===== src/rtl/alu_sched_pkg.sv =====
// Shared constants and types for the mtm_Alu request scheduler.
package alu_sched_pkg;

  localparam int unsigned FRAME_BITS = 11;
  localparam int unsigned N_DATA_TX  = 8;
  localparam int unsigned N_DATA_RX  = 4;

  typedef enum logic {
    FT_DATA = 1'b0,
    FT_CTL  = 1'b1
  } frame_type_e;

  typedef enum logic [1:0] {
    ST_OK        = 2'd0,
    ST_TIMEOUT   = 2'd1,
    ST_FRAME_ERR = 2'd2,
    ST_COUNT_ERR = 2'd3
  } status_e;

  typedef enum logic [1:0] {
    StIdle,
    StTx,
    StWaitRsp,
    StResp
  } state_e;

endpackage


===== src/rtl/alu_frame_rx.sv =====
// Deserializer for one mtm_Alu frame: start 0, type bit, 8 bits MSB first, stop 1.
module alu_frame_rx
  import alu_sched_pkg::*;
(
  input  logic        clk_i,
  input  logic        rst_ni,
  input  logic        en_i,
  input  logic        sin_i,
  output logic        busy_o,
  output logic        start_o,
  output logic        done_o,
  output frame_type_e type_o,
  output logic [7:0]  byte_o,
  output logic        stop_err_o
);

  logic       busy_q, busy_d;
  logic [3:0] cnt_q, cnt_d;
  logic [8:0] shift_q, shift_d;
  logic       done_q, done_d;
  logic       stop_err_q, stop_err_d;

  assign start_o = en_i & ~busy_q & ~sin_i;

  always_comb begin
    busy_d     = busy_q;
    cnt_d      = cnt_q;
    shift_d    = shift_q;
    done_d     = 1'b0;
    stop_err_d = stop_err_q;
    if (!en_i) begin
      busy_d = 1'b0;
    end else if (!busy_q) begin
      if (!sin_i) begin
        busy_d = 1'b1;
        cnt_d  = '0;
      end
    end else if (cnt_q < 4'(FRAME_BITS - 2)) begin
      shift_d = {shift_q[7:0], sin_i};
      cnt_d   = cnt_q + 4'd1;
    end else begin
      // cnt_q == 9: this is the stop bit
      busy_d     = 1'b0;
      done_d     = 1'b1;
      stop_err_d = ~sin_i;
    end
  end

  always_ff @(posedge clk_i) begin
    if (!rst_ni) begin
      busy_q     <= 1'b0;
      cnt_q      <= '0;
      shift_q    <= '0;
      done_q     <= 1'b0;
      stop_err_q <= 1'b0;
    end else begin
      busy_q     <= busy_d;
      cnt_q      <= cnt_d;
      shift_q    <= shift_d;
      done_q     <= done_d;
      stop_err_q <= stop_err_d;
    end
  end

  assign busy_o     = busy_q;
  assign done_o     = done_q;
  assign type_o     = frame_type_e'(shift_q[8]);
  assign byte_o     = shift_q[7:0];
  assign stop_err_o = stop_err_q;

endmodule


===== src/rtl/alu_req_scheduler.sv =====
// Round-robin front end sharing one mtm_Alu serial port between N_REQ requesters.
module alu_req_scheduler
  import alu_sched_pkg::*;
#(
  parameter int unsigned N_REQ   = 2,
  parameter int unsigned TIMEOUT = 1023
) (
  input  logic                       clk,
  input  logic                       rst_n,
  input  logic [N_REQ-1:0]           req_valid,
  output logic [N_REQ-1:0]           req_ready,
  input  logic [32*N_REQ-1:0]        req_b,
  input  logic [32*N_REQ-1:0]        req_a,
  input  logic [8*N_REQ-1:0]         req_ctl,
  output logic                       rsp_valid,
  input  logic                       rsp_ready,
  output logic [$clog2(N_REQ)-1:0]   rsp_id,
  output logic [31:0]                rsp_c,
  output logic [7:0]                 rsp_ctl,
  output logic [1:0]                 rsp_status,
  output logic                       alu_sin,
  input  logic                       alu_sout
);

  localparam int unsigned IdW    = $clog2(N_REQ);
  localparam int unsigned TmoW   = $clog2(TIMEOUT + 1);
  localparam logic [IdW:0] NReqW = (IdW + 1)'(N_REQ);
  // RESP is entered exactly TIMEOUT cycles after the final stop bit.
  localparam logic [TmoW-1:0] TmoLast = TmoW'(TIMEOUT - 2);

  state_e          state_q, state_d;
  logic [IdW-1:0]  ptr_q, ptr_d, id_q, id_d;
  logic [IdW-1:0]  grant_idx, arb_cand;
  logic [IdW:0]    arb_sum;
  logic            grant_found;
  logic [63:0]     data_q, data_d;
  logic [7:0]      ctl_q, ctl_d;
  logic [3:0]      bit_q, bit_d, frame_q, frame_d;
  logic [TmoW-1:0] tmo_q, tmo_d;
  logic [31:0]     acc_q, acc_d, rsp_c_q, rsp_c_d;
  logic [3:0]      dcnt_q, dcnt_d;
  logic [7:0]      rsp_ctl_q, rsp_ctl_d;
  status_e         status_q, status_d;
  logic [7:0]      tx_byte;
  logic [2:0]      tx_sel;

  logic        rx_busy, rx_start, rx_done, rx_stop_err;
  frame_type_e rx_type;
  logic [7:0]  rx_byte;

  alu_frame_rx u_rx (
    .clk_i      (clk),
    .rst_ni     (rst_n),
    .en_i       (state_q == StWaitRsp),
    .sin_i      (alu_sout),
    .busy_o     (rx_busy),
    .start_o    (rx_start),
    .done_o     (rx_done),
    .type_o     (rx_type),
    .byte_o     (rx_byte),
    .stop_err_o (rx_stop_err)
  );

  // First valid requester at or after the pointer, wrapping.
  always_comb begin
    grant_found = 1'b0;
    grant_idx   = '0;
    arb_sum     = '0;
    arb_cand    = '0;
    for (int unsigned k = 0; k < N_REQ; k++) begin
      arb_sum = {1'b0, ptr_q} + (IdW + 1)'(k);
      if (arb_sum >= NReqW) arb_sum = arb_sum - NReqW;
      arb_cand = arb_sum[IdW-1:0];
      if (!grant_found && req_valid[arb_cand]) begin
        grant_found = 1'b1;
        grant_idx   = arb_cand;
      end
    end
  end

  always_comb begin
    state_d   = state_q;
    ptr_d     = ptr_q;
    id_d      = id_q;
    data_d    = data_q;
    ctl_d     = ctl_q;
    bit_d     = bit_q;
    frame_d   = frame_q;
    tmo_d     = tmo_q;
    acc_d     = acc_q;
    dcnt_d    = dcnt_q;
    rsp_c_d   = rsp_c_q;
    rsp_ctl_d = rsp_ctl_q;
    status_d  = status_q;
    req_ready = '0;
    unique case (state_q)
      StIdle: begin
        if (grant_found && rst_n) begin
          req_ready[grant_idx] = 1'b1;
          id_d    = grant_idx;
          ptr_d   = (grant_idx == IdW'(N_REQ - 1)) ? '0 : grant_idx + IdW'(1);
          data_d  = {req_b[32*grant_idx +: 32], req_a[32*grant_idx +: 32]};
          ctl_d   = req_ctl[8*grant_idx +: 8];
          bit_d   = '0;
          frame_d = '0;
          acc_d   = '0;
          dcnt_d  = '0;
          state_d = StTx;
        end
      end
      StTx: begin
        if (bit_q == 4'(FRAME_BITS - 1)) begin
          bit_d  = '0;
          data_d = data_q << 8;
          if (frame_q == 4'(N_DATA_TX)) begin
            tmo_d   = '0;
            state_d = StWaitRsp;
          end else begin
            frame_d = frame_q + 4'd1;
          end
        end else begin
          bit_d = bit_q + 4'd1;
        end
      end
      StWaitRsp: begin
        tmo_d = (rx_busy || rx_start) ? '0 : tmo_q + TmoW'(1);
        if (rx_done) begin
          if (rx_stop_err) begin
            status_d  = ST_FRAME_ERR;
            rsp_c_d   = '0;
            rsp_ctl_d = '0;
            state_d   = StResp;
          end else if (rx_type == FT_DATA) begin
            acc_d = {acc_q[23:0], rx_byte};
            if (dcnt_q != 4'hf) dcnt_d = dcnt_q + 4'd1;
          end else begin
            rsp_ctl_d = rx_byte;
            rsp_c_d   = (dcnt_q == 4'(N_DATA_RX)) ? acc_q : '0;
            status_d  = (dcnt_q == 4'd0 || dcnt_q == 4'(N_DATA_RX)) ? ST_OK : ST_COUNT_ERR;
            state_d   = StResp;
          end
        end else if (!rx_busy && !rx_start && tmo_q == TmoLast) begin
          status_d  = ST_TIMEOUT;
          rsp_c_d   = '0;
          rsp_ctl_d = '0;
          state_d   = StResp;
        end
      end
      StResp: begin
        if (rsp_ready) state_d = StIdle;
      end
      default: state_d = StIdle;
    endcase
  end

  // Serial encoder driven straight from the TX counters.
  always_comb begin
    tx_byte = (frame_q == 4'(N_DATA_TX)) ? ctl_q : data_q[63:56];
    tx_sel  = 3'(4'd9 - bit_q);
    alu_sin = 1'b1;
    if (state_q == StTx) begin
      if (bit_q == 4'd0) begin
        alu_sin = 1'b0;
      end else if (bit_q == 4'd1) begin
        alu_sin = (frame_q == 4'(N_DATA_TX));
      end else if (bit_q <= 4'd9) begin
        alu_sin = tx_byte[tx_sel];
      end
    end
  end

  always_ff @(posedge clk) begin
    if (!rst_n) begin
      state_q   <= StIdle;
      ptr_q     <= '0;
      id_q      <= '0;
      data_q    <= '0;
      ctl_q     <= '0;
      bit_q     <= '0;
      frame_q   <= '0;
      tmo_q     <= '0;
      acc_q     <= '0;
      dcnt_q    <= '0;
      rsp_c_q   <= '0;
      rsp_ctl_q <= '0;
      status_q  <= ST_OK;
    end else begin
      state_q   <= state_d;
      ptr_q     <= ptr_d;
      id_q      <= id_d;
      data_q    <= data_d;
      ctl_q     <= ctl_d;
      bit_q     <= bit_d;
      frame_q   <= frame_d;
      tmo_q     <= tmo_d;
      acc_q     <= acc_d;
      dcnt_q    <= dcnt_d;
      rsp_c_q   <= rsp_c_d;
      rsp_ctl_q <= rsp_ctl_d;
      status_q  <= status_d;
    end
  end

  assign rsp_valid  = (state_q == StResp);
  assign rsp_id     = id_q;
  assign rsp_c      = rsp_c_q;
  assign rsp_ctl    = rsp_ctl_q;
  assign rsp_status = status_q;

endmodule


===== config.mk =====
export PLATFORM = sky130hd
export DESIGN_NAME = alu_req_scheduler
export DESIGN_NICKNAME = d
export VERILOG_FILES = /design/src/rtl/alu_sched_pkg.sv /design/src/rtl/alu_frame_rx.sv /design/src/rtl/alu_req_scheduler.sv
export SDC_FILE = /design/constraint.sdc
export NUM_CORES = 1
export LEC_CHECK = 0
export ABC_AREA = 1
export CAP_MARGIN = 10
export CORE_MARGIN = 3
export CORE_UTILIZATION = 45
export DETAILED_ROUTE_END_ITERATION = 12
export PLACE_DENSITY = 0.73
export REMOVE_ABC_BUFFERS = 1
export SYNTH_ARGS = -nofsm -noshare
export SYNTH_HDL_FRONTEND = slang
export SYNTH_SLANG_ARGS = --single-unit

===== constraint.sdc =====
create_clock -name clk -period 2.85 [get_ports clk]
set_clock_uncertainty 0.2 [all_clocks]
set_input_delay 0.855 -clock clk [delete_from_list [all_inputs] [get_ports clk]]
set_output_delay 0.855 -clock clk [all_outputs]
set_load 0.1 [all_outputs]

==> impl_metrics.tcl, run 1 <==
set metrics [dict create \
    status "finished with violations" \
    violations "negative setup slack" \
    setup_violations 1 \
    ys_warn_count 0 \
    initial_core_util 0.4635 \
    crit_cells 13 \
    arrival_ps 1970 \
    finalNetCount 1540 \
    maxSlewViolCount 0 \
    dominantRegCellSynth "dfxtp_1" \
    clk_pin_slew_ps 70 \
    final_area_um2 11620 \
    timing.final.ws_setup_ps -177.5 \
    hold_violations 0 \
    grt_pass1_vias 7925 \
    ys_types 38 \
    p_clk_frac 0.271 \
    powerDensity_nw_per_um2 745.5 \
    worst_slew_pin_slew_ps 680.7 \
    p_int_uw 5399 \
    worstPathMaxFanout 6 \
    syn_area_per_cell_um2 7.267 \
    crit_buf_inv 3 \
    dr.pass1.iters 5 \
    seq_area_frac_synth 0.4284 \
    crit_required_ps 1800 \
    rsz0062_at_grt "true" \
    switching_share 0.3770 \
    dieArea_um2 21240 \
    clock_latency_ps 430 \
    cap_violations 0 \
    num_vias 8510 \
    clock_path_buffers 2 \
    wirelength_um 22640 \
    portBuffers 196 \
    via_per_inst 5.164 \
    core-area_um2 18960 \
    pwr-share-comb 0.357 \
    p_switching_uw 3267 \
    worstHoldPathCells 2 \
    drtAntennaViolNets 0 \
    postSynthRegisterBits 188 \
    p_leak_uw 0.004572 \
    drt-wirelength-per-cell_um 13.74 \
    hp-class "reg2reg" \
    die_y_um 145.7 \
    r2r_cells 6 \
    fp.dieW_um 145.7 \
    cts_buffers 17 \
    path_delay_family "simple AND/OR/NAND/NOR gates" \
    num_rows 50 \
    timing.final.crit_share 1.062 \
    end_kind "primary output" \
    clock-sinks 188 \
    cts_tree "built" \
    antenna_found_initial 1 \
    ir_worst_vdd_uv 371.9 \
    n_antenna_cell 0 \
    cts_root_buf "clkbuf_16" \
    grt.total_usage 0.2090 \
    cts.hold.buffers_added 0 \
    power_frac_seq 0.372 \
    cpMostUsedCell "nand2_1" \
    boundaryPins 197 \
    crit_chain "inv_2 -> ha_4 -> nand3_2 -> buf_6 -> o21ai_2 -> nor2_1 -> nor2_1 -> nand2_1 -> nand2_1 -> nand2_1 -> nand2_1 -> nand2_2 -> buf_12" \
    drt-initial-drc-count 461 \
    crit_type "reg2out" \
    syn_inst 1209 \
    globalRouteOverflowTotal 0 \
    ys_async_sr_fraction 0 \
    cpPeakStageDelay_ps 330 \
    max-slew-margin-rel 0.5462 \
    grt_pass1_wl_um 37530 \
    drc 0 \
    htree_levels 4 \
    final_common_cell "nand2_1" \
    synth_area_um2 8786 \
    critPathSlowestCell "dfxtp_2" \
    dp_hpwl_um 15690 \
    clock.fmax_ghz 0.3303 \
    cp-start-kind "flop" \
    synth_edf_count 0 \
    pre_cts_ws_ps -253.7 \
    grt_max_degree 81 \
    dpl_cell_area_um2 10950 \
    most-common-layout-cells "nand2_1 (271), nand3_1 (204), dfxtp_1 (185), clkdlybuf4s50_1 (146), o21ai_0 (100)" \
    area_growth_pct 32.31 \
    routabilityCongestion 0.8134 \
    period_minus_slack_ps 3027 \
    drive_above_1_share 0.1419 \
    fin_util 0.6133 \
]
[cell families after synthesis]
family	Yosys count	synth area share
buffers and inverters	153	0.07548
XOR/XNOR	3	0.002991
AO/OA/AOI/OAI	271	0.1866
adder cells (fa/ha/maj)	14	0.01994
flip-flops	188	0.4284
AND/OR/NAND/NOR	580	0.2867
[layer usage]
layer	vias to the layer above	GRT usage	wire length, µm
li1	4383	-	-
met1	3849	0.2668	10120
met2	246	0.3526	10790
met3	30	0.05481	1411
met4	2	0.05366	303
met5	-	0	9
[registers in the layout, summed over array words and instances, names as in the netlist, 2 cells and up]
signal / cells
dcnt_q: 4
frame_q: 4
rsp_ctl: 8
u_rx.cnt_q: 4
tmo_q: 10
data_q: 64
state_q: 2
bit_q: 4
u_rx.shift_q: 9
rsp_status: 2
rsp_c: 32
acc_q: 32
ctl_q: 8
[metrics by stage]
step | hold slack (ps) | total power (µW) | std cells | TNS, ps
finish | 264.4 | 8667 | 1648 | -177.5
global route | 284.3 | 9234 | 1648 | -323.9
CTS | 267.7 | 8740 | 1647 | -197.1
detailed placement | 254.4 | 6362 | 1611 | -8019
global placement | 245.9 | 6315 | 1611 | -5614
floorplan | 229.1 | 5200 | 1124 | -210420
[cells in the mapped netlist (all sizes together) (3+ instances only)]
cell type / instances / area [µm²]
a211oi: 6 / 45.04
nor3: 11 / 60.06
nand3: 205 / 1026
a21oi: 95 / 475.5
o21ai: 140 / 843.3
nand4: 4 / 25.02
buf: 47 / 265.3
nand2: 279 / 1065
ha: 14 / 175.2
dfxtp: 188 / 3764
clkbuf: 38 / 142.6
o22ai: 7 / 81.33
xor2: 3 / 26.28
nor2: 78 / 322.8
a31oi: 9 / 56.30
o31ai: 8 / 60.06
inv: 67 / 251.5
[worst register-to-register path, cell delays in order, from the launching register on]
cell and delay [ps]:
dfxtp_1 400, inv_1 100, ha_1 340, clkinv_2 140, buf_4 560, o21ai_0 240, o31ai_1 280
[what timing repair did]
action                     CTS  global route
resized for setup           21             4
buffers inserted             4             1
cloned                       1             0
setup endpoints to repair    3             2
pin swaps                    5             2
[layout make-up]
class,count,area [µm²]
Fill cell,1773,7331
Tap cell,260,325.3
Inverter,68,256.5
Sequential cell,188,3767
Clock buffer,18,439.2
Timing Repair Buffer,233,2281
Multi-Input combinational cell,868,4413
Clock inverter,13,142.6
[path summary, 6_finish.rpt]
kind,startpoint,end,slack [ps]
worst max-delay path,frame_q[0],alu_sin,-180
worst min-delay path,u_rx.shift_q[8],u_rx.shift_q[8],260
worst max register to register,state_q[1],data_q[3],500
worst min register to register,u_rx.shift_q[8],u_rx.shift_q[8],260
[power groups by stage]
| stage | logic, µW | clock network, µW | registers [µW] |
|---|---|---|---|
| floorplan | 1970 | 0 | 3230 |
| global placement | 3040 | 0 | 3270 |
| detailed placement | 3080 | 0 | 3280 |
| CTS | 3120 | 2400 | 3230 |
| global route | 3460 | 2500 | 3270 |
| finish | 3100 | 2350 | 3220 |
No activity file was read; power rests on OpenSTA's default activity.
==> run 2, diff against run 1 <==
Settings changed: ABC_AREA 1 to unset, CORE_UTILIZATION 45 to 55, PLACE_DENSITY 0.73 to 0.86.
Clock period 2.85 ns to 3.7 ns, I/O delays scaled along.
==> impl_metrics.tcl, run 2 <==
set metrics [dict create \
    max-slew-margin-rel 0.2178 \
    globalRouteOverflowTotal 0 \
    num_vias 7988 \
    synth_edf_count 0 \
    drc 0 \
    dieArea_um2 17760 \
    via_per_inst 5.594 \
    grt_pass1_vias 7583 \
    grt_max_degree 130 \
    grt.met3_usage 0.05929 \
    r2r_cells 8 \
    boundaryPins 197 \
    routabilityCongestion 0.8062 \
    initial_core_util 0.5733 \
    pre_cts_ws_ps 66.93 \
    grt_pass1_wl_um 35820 \
    synth.top_cell.area_share 0.4225 \
    pwr-share-comb 0.364 \
    setup_violations 0 \
    post-place-cells 1392 \
    wirelength_um 21940 \
    r2r-start "state_q[0]" \
    dr.pass1.iters 5 \
    drt-initial-drc-count 592 \
    grtUsageMet2 0.4165 \
    final_common_cell "dfxtp_1" \
    timing.final.ws_setup_ps 57.46 \
    rrSetupSlack_ps 880 \
    maxSlewViolCount 0 \
    arrival_ps 2330 \
    power_uw 6612 \
    core-area_um2 15540 \
    rsz0062_at_grt "false" \
    n_antenna_cell 0 \
    hp-class "reg2reg" \
    fp.dieW_um 133.3 \
    ir_worst_vdd_uv 453.1 \
    cap_violations 0 \
    largest_register "data_q" \
    period_minus_slack_ps 3643 \
    use_met1 0.2970 \
    p_leak_uw 0.004195 \
    cp-start-kind "primary input" \
    ys_async_sr_fraction 0 \
    power_frac_seq 0.369 \
    antenna_found_initial 0 \
    switching_share 0.3643 \
    hp-start "data_q[7]" \
    drt-wirelength-per-cell_um 15.37 \
    drive_above_1_share 0.1471 \
    finalNetCount 1368 \
    syn_inst 1051 \
    synth_area_um2 8909 \
    hold_violations 0 \
    crit_type "in2out" \
    most-common-layout-cells "dfxtp_1 (185), nand2_1 (155), clkdlybuf4s50_1 (148), a21oi_1 (110), nand3_1 (80)" \
    area_growth_pct 29.38 \
    syn_area_per_cell_um2 8.476 \
    synthTopCellsByCount "dfxtp_1 (188), nand2_1 (155), a21oi_1 (110), nand3_1 (80), nand2b_1 (62)" \
    die_y_um 133.3 \
    clock.fmax_ghz 0.2745 \
    powerDensity_nw_per_um2 573.7 \
    grt_most_used_layer "met2" \
    crit_required_ps 2390 \
    final_area_um2 11530 \
    ys_warn_count 0 \
    stdcell_count 1428 \
    timing.rr.end "acc_q[5]" \
    worstPathMaxFanout 4 \
    seq_area_frac_synth 0.4225 \
    timing.final.crit_share 0.9845 \
    p_clk_frac 0.267 \
    postSynthRegisterBits 188 \
    p_switching_uw 2409 \
    drtAntennaViolNets 0 \
    htree_levels 4 \
    p_int_uw 4204 \
    status "completed" \
    yosysTopAreaCell "dfxtp_1" \
    largest_register_ffs 64 \
    ys_types 56 \
    synthTopCellsByArea "dfxtp_1 (42%), mux2_2 (7.3%), nand2_1 (6.5%)" \
    worstHoldPathCells 2 \
    clk_pin_slew_ps 70 \
    cts_buffers 17 \
    portBuffers 196 \
    clock_path_buffers 2 \
    clock_latency_ps 430 \
    grt.total_usage 0.2407 \
    worst_slew_pin_slew_ps 1173 \
    cts_root_buf "clkbuf_16" \
    cts_tree "built" \
    end_kind "primary output" \
    holdPathEnd "data_q[7]" \
    dpl_cell_area_um2 10910 \
    num_rows 45 \
    clock-sinks 188 \
    num-fill-cells 1211 \
    dp_hpwl_um 14360 \
    synth_most_common_cell "dfxtp_1" \
    dominantRegCellSynth "dfxtp_1" \
]
-- run 2: how the worst max path moves through the flow --
| stage | slack (ps) | cells past startpoint | from | endpoint |
|---|---|---|---|---|
| 4_1_cts | 30 | 7 | bit_q[1] | alu_sin |
| 2_1_floorplan | -4260 | 3 | req_valid[0] | req_ready[1] |
| 3_5_place_dp | 70 | 7 | req_valid[1] | acc_q[17] |
| 3_3_place_gp | 90 | 5 | req_valid[0] | req_ready[0] |
| 6_report | 60 | 4 | req_valid[1] | req_ready[0] |
| 5_1_grt | 2 | 5 | req_valid[0] | req_ready[0] |
-- run 2: area by class of cell --
| class | instances | area, µm² | share of cell area |
|---|---|---|---|
| Clock inverter | 14 | 136.4 | 0.01183 |
| Sequential cell | 188 | 3767 | 0.3269 |
| Tap cell | 211 | 264.0 | 0.02290 |
| Timing Repair Buffer | 221 | 2118 | 0.1838 |
| Multi-Input combinational cell | 761 | 4752 | 0.4123 |
| Clock buffer | 18 | 429.2 | 0.03723 |
| Inverter | 15 | 58.81 | 0.005102 |
-- run 2: cells by family after synthesis --
family,Yosys count,synth area share
XOR/XNOR,13,0.01278
AND/OR/NAND/NOR,392,0.2117
multiplexers,89,0.1081
AO/OA/AOI/OAI,253,0.1725
buffers and inverters,102,0.05281
flip-flops,188,0.4225
adder cells (fa/ha/maj),14,0.01966
-- run 2: what timing repair did --
action / CTS / global route
setup endpoints to repair: 1 / 1
gates resized for setup: 0 / 8
gates cloned: 0 / 0
setup buffers: 1 / 3
pin swaps: 0 / 2
hold buffers: 0 / 0
-- run 2: critical path, cell delays in order --
cell	delay [ps]
clkdlybuf4s50_1	570
o211a_1	210
and2_1	230
buf_12	210
-- run 2: metal layers --
layer	part of all wire	routed length, µm
met5	0	0
met4	0.019	427
met3	0.049	1067
met2	0.52	11320
met1	0.42	9130
-- run 2: metrics by stage --
step,setup TNS [ps],util,hold WS (ps)
final,0,0.7417,248.0
after global routing,0,0.7417,266.8
after CTS,0,0.7386,248.8
after detailed placement,0,0.7018,239.0
after global placement,0,0.7018,233.7
after floorplan,-190200,-,226.8
-- run 2: power by group through the flow --
stage / combinational, µW / clock, µW / sequential [µW]
final: 2410 / 1770 / 2440
after global routing: 2670 / 1880 / 2470
after CTS: 2380 / 1790 / 2430
after detailed placement: 2370 / 0 / 2480
after global placement: 2310 / 0 / 2470
after floorplan: 1650 / 0 / 2460
==> run 3, diff against run 2 <==
Settings changed: CORE_UTILIZATION 55 to 51, PLACE_DENSITY 0.86 to 0.81, RECOVER_POWER set to 25.
Clock period 3.7 ns to 3.85 ns, I/O delays scaled along.
==> impl_metrics.tcl, run 3 (synthesis results as in run 2) <==
set metrics [dict create \
    boundaryPins 197 \
    drt-wirelength-per-cell_um 15.22 \
    globalRouteOverflowTotal 0 \
    grt_pass1_vias 7526 \
    clock_path_buffers 2 \
    drive_above_1_share 0.1108 \
    worst_slew_pin_slew_ps 1513 \
    max-slew-margin-rel -0.008882 \
    power_frac_seq 0.359 \
    drtAntennaViolNets 0 \
    fp.dieW_um 138.2 \
    num_vias 7907 \
    wirelength_um 21890 \
    hp-class "reg2reg" \
    pwr-share-comb 0.362 \
    setup_violations 0 \
    cap_violations 0 \
    hold_violations 0 \
    largest_register "data_q" \
    cts.hold.buffers_added 0 \
    p_int_uw 4206 \
    end_kind "primary output" \
    clock-sinks 188 \
    n_antenna_cell 0 \
    htree_levels 4 \
    powerDensity_nw_per_um2 570.1 \
    routabilityCongestion 0.8252 \
    p_leak_uw 0.004046 \
    finalNetCount 1369 \
    num_rows 47 \
    p_clk_frac 0.279 \
    worstPathMaxFanout 4 \
    clock.fmax_ghz 0.2638 \
    clock_latency_ps 430 \
    grt_max_degree 130 \
    timing.final.crit_share 0.9846 \
    largest_register_ffs 64 \
    antenna_found_initial 0 \
    cts_buffers 17 \
    violations "max-slew violations" \
    portBuffers 196 \
    ir_worst_vdd_uv 361.1 \
    final_common_cell "dfxtp_1" \
    initial_core_util 0.5297 \
    drc 0 \
    clk_pin_slew_ps 70 \
    maxSlewViolCount 67 \
    p_switching_uw 2307 \
    period_minus_slack_ps 3791 \
    cp-start-kind "primary input" \
    crit_type "in2out" \
    crit_required_ps 2490 \
    dp_hpwl_um 14820 \
    cts_tree "built" \
    dieArea_um2 19090 \
    cts_root_buf "clkbuf_16" \
    area_growth_pct 28.24 \
    drt-initial-drc-count 528 \
    most-common-layout-cells "dfxtp_1 (187), nand2_1 (155), clkdlybuf4s50_1 (147), a21oi_1 (110), nand3_1 (80)" \
    timing.final.ws_setup_ps 59.16 \
    arrival_ps 2440 \
    die_y_um 138.2 \
    switching_share 0.3542 \
    power_uw 6513 \
    grt.total_usage 0.2253 \
    status "finished with violations" \
    via_per_inst 5.499 \
    core-area_um2 16820 \
    pre_cts_ws_ps 83.59 \
    grt_pass1_wl_um 36300 \
    dr.pass1.iters 5 \
]
-- run 3: cell type report --
type,instances,area (µm²)
tap,220,275.3
fill,1407,5394
multi-input combinational,761,4735
sequential,188,3765
timing repair buffer,222,1978
inverter,15,58.81
clock buffer,17,425.4
clock inverter,15,187.7
-- run 3: layer usage --
layer	track usage	vias up	wire length (µm)
met5	0	-	0
met4	0.07384	0	450
met3	0.04593	36	995
met2	0.3828	193	11080
met1	0.2880	3708	9367
li1	-	3970	-
-- run 3: final timing paths --
path | startpoint | depth (start not counted) | slack [ps] | to
max | req_valid[1] | 4 | 60 | req_ready[1]
min | data_q[42] | 2 | 250 | data_q[42]
max reg2reg | state_q[1] | 7 | 1050 | data_q[63]
min reg2reg | data_q[42] | 2 | 250 | data_q[42]
-- run 3: power by group through the flow --
stage | Sequential (µW) | Combinational [µW] | Clock [µW]
floorplan | 2360 | 1590 | 0
global placement | 2370 | 2320 | 0
detailed placement | 2380 | 2360 | 0
CTS | 2340 | 2370 | 1840
global route | 2370 | 2610 | 1940
finish | 2340 | 2360 | 1820
-- run 3: timing repair --
item	CTS	global route
buffers inserted	0	3
endpoints found under the setup margin	0	1
gates resized for setup	0	1
-- run 3: stage by stage --
step           hold WS (ps)  utilization  TNS [ps]  area [µm²]  cells
2_1_floorplan         226.8            -   -177030        8494    964
3_3_place_gp          233.3       0.6515         0       10960   1403
3_5_place_dp          239.5       0.6515         0       10960   1403
4_1_cts               249.6       0.6879         0       11570   1435
5_1_grt               263.7       0.6793    -13.99       11420   1438
6_report              248.8       0.6793         0       11420   1438
-- run 3: critical path: stages --
cell	delay [ps]
clkdlybuf4s50_1	590
o211ai_1	150
nor2_1	300
buf_12	220
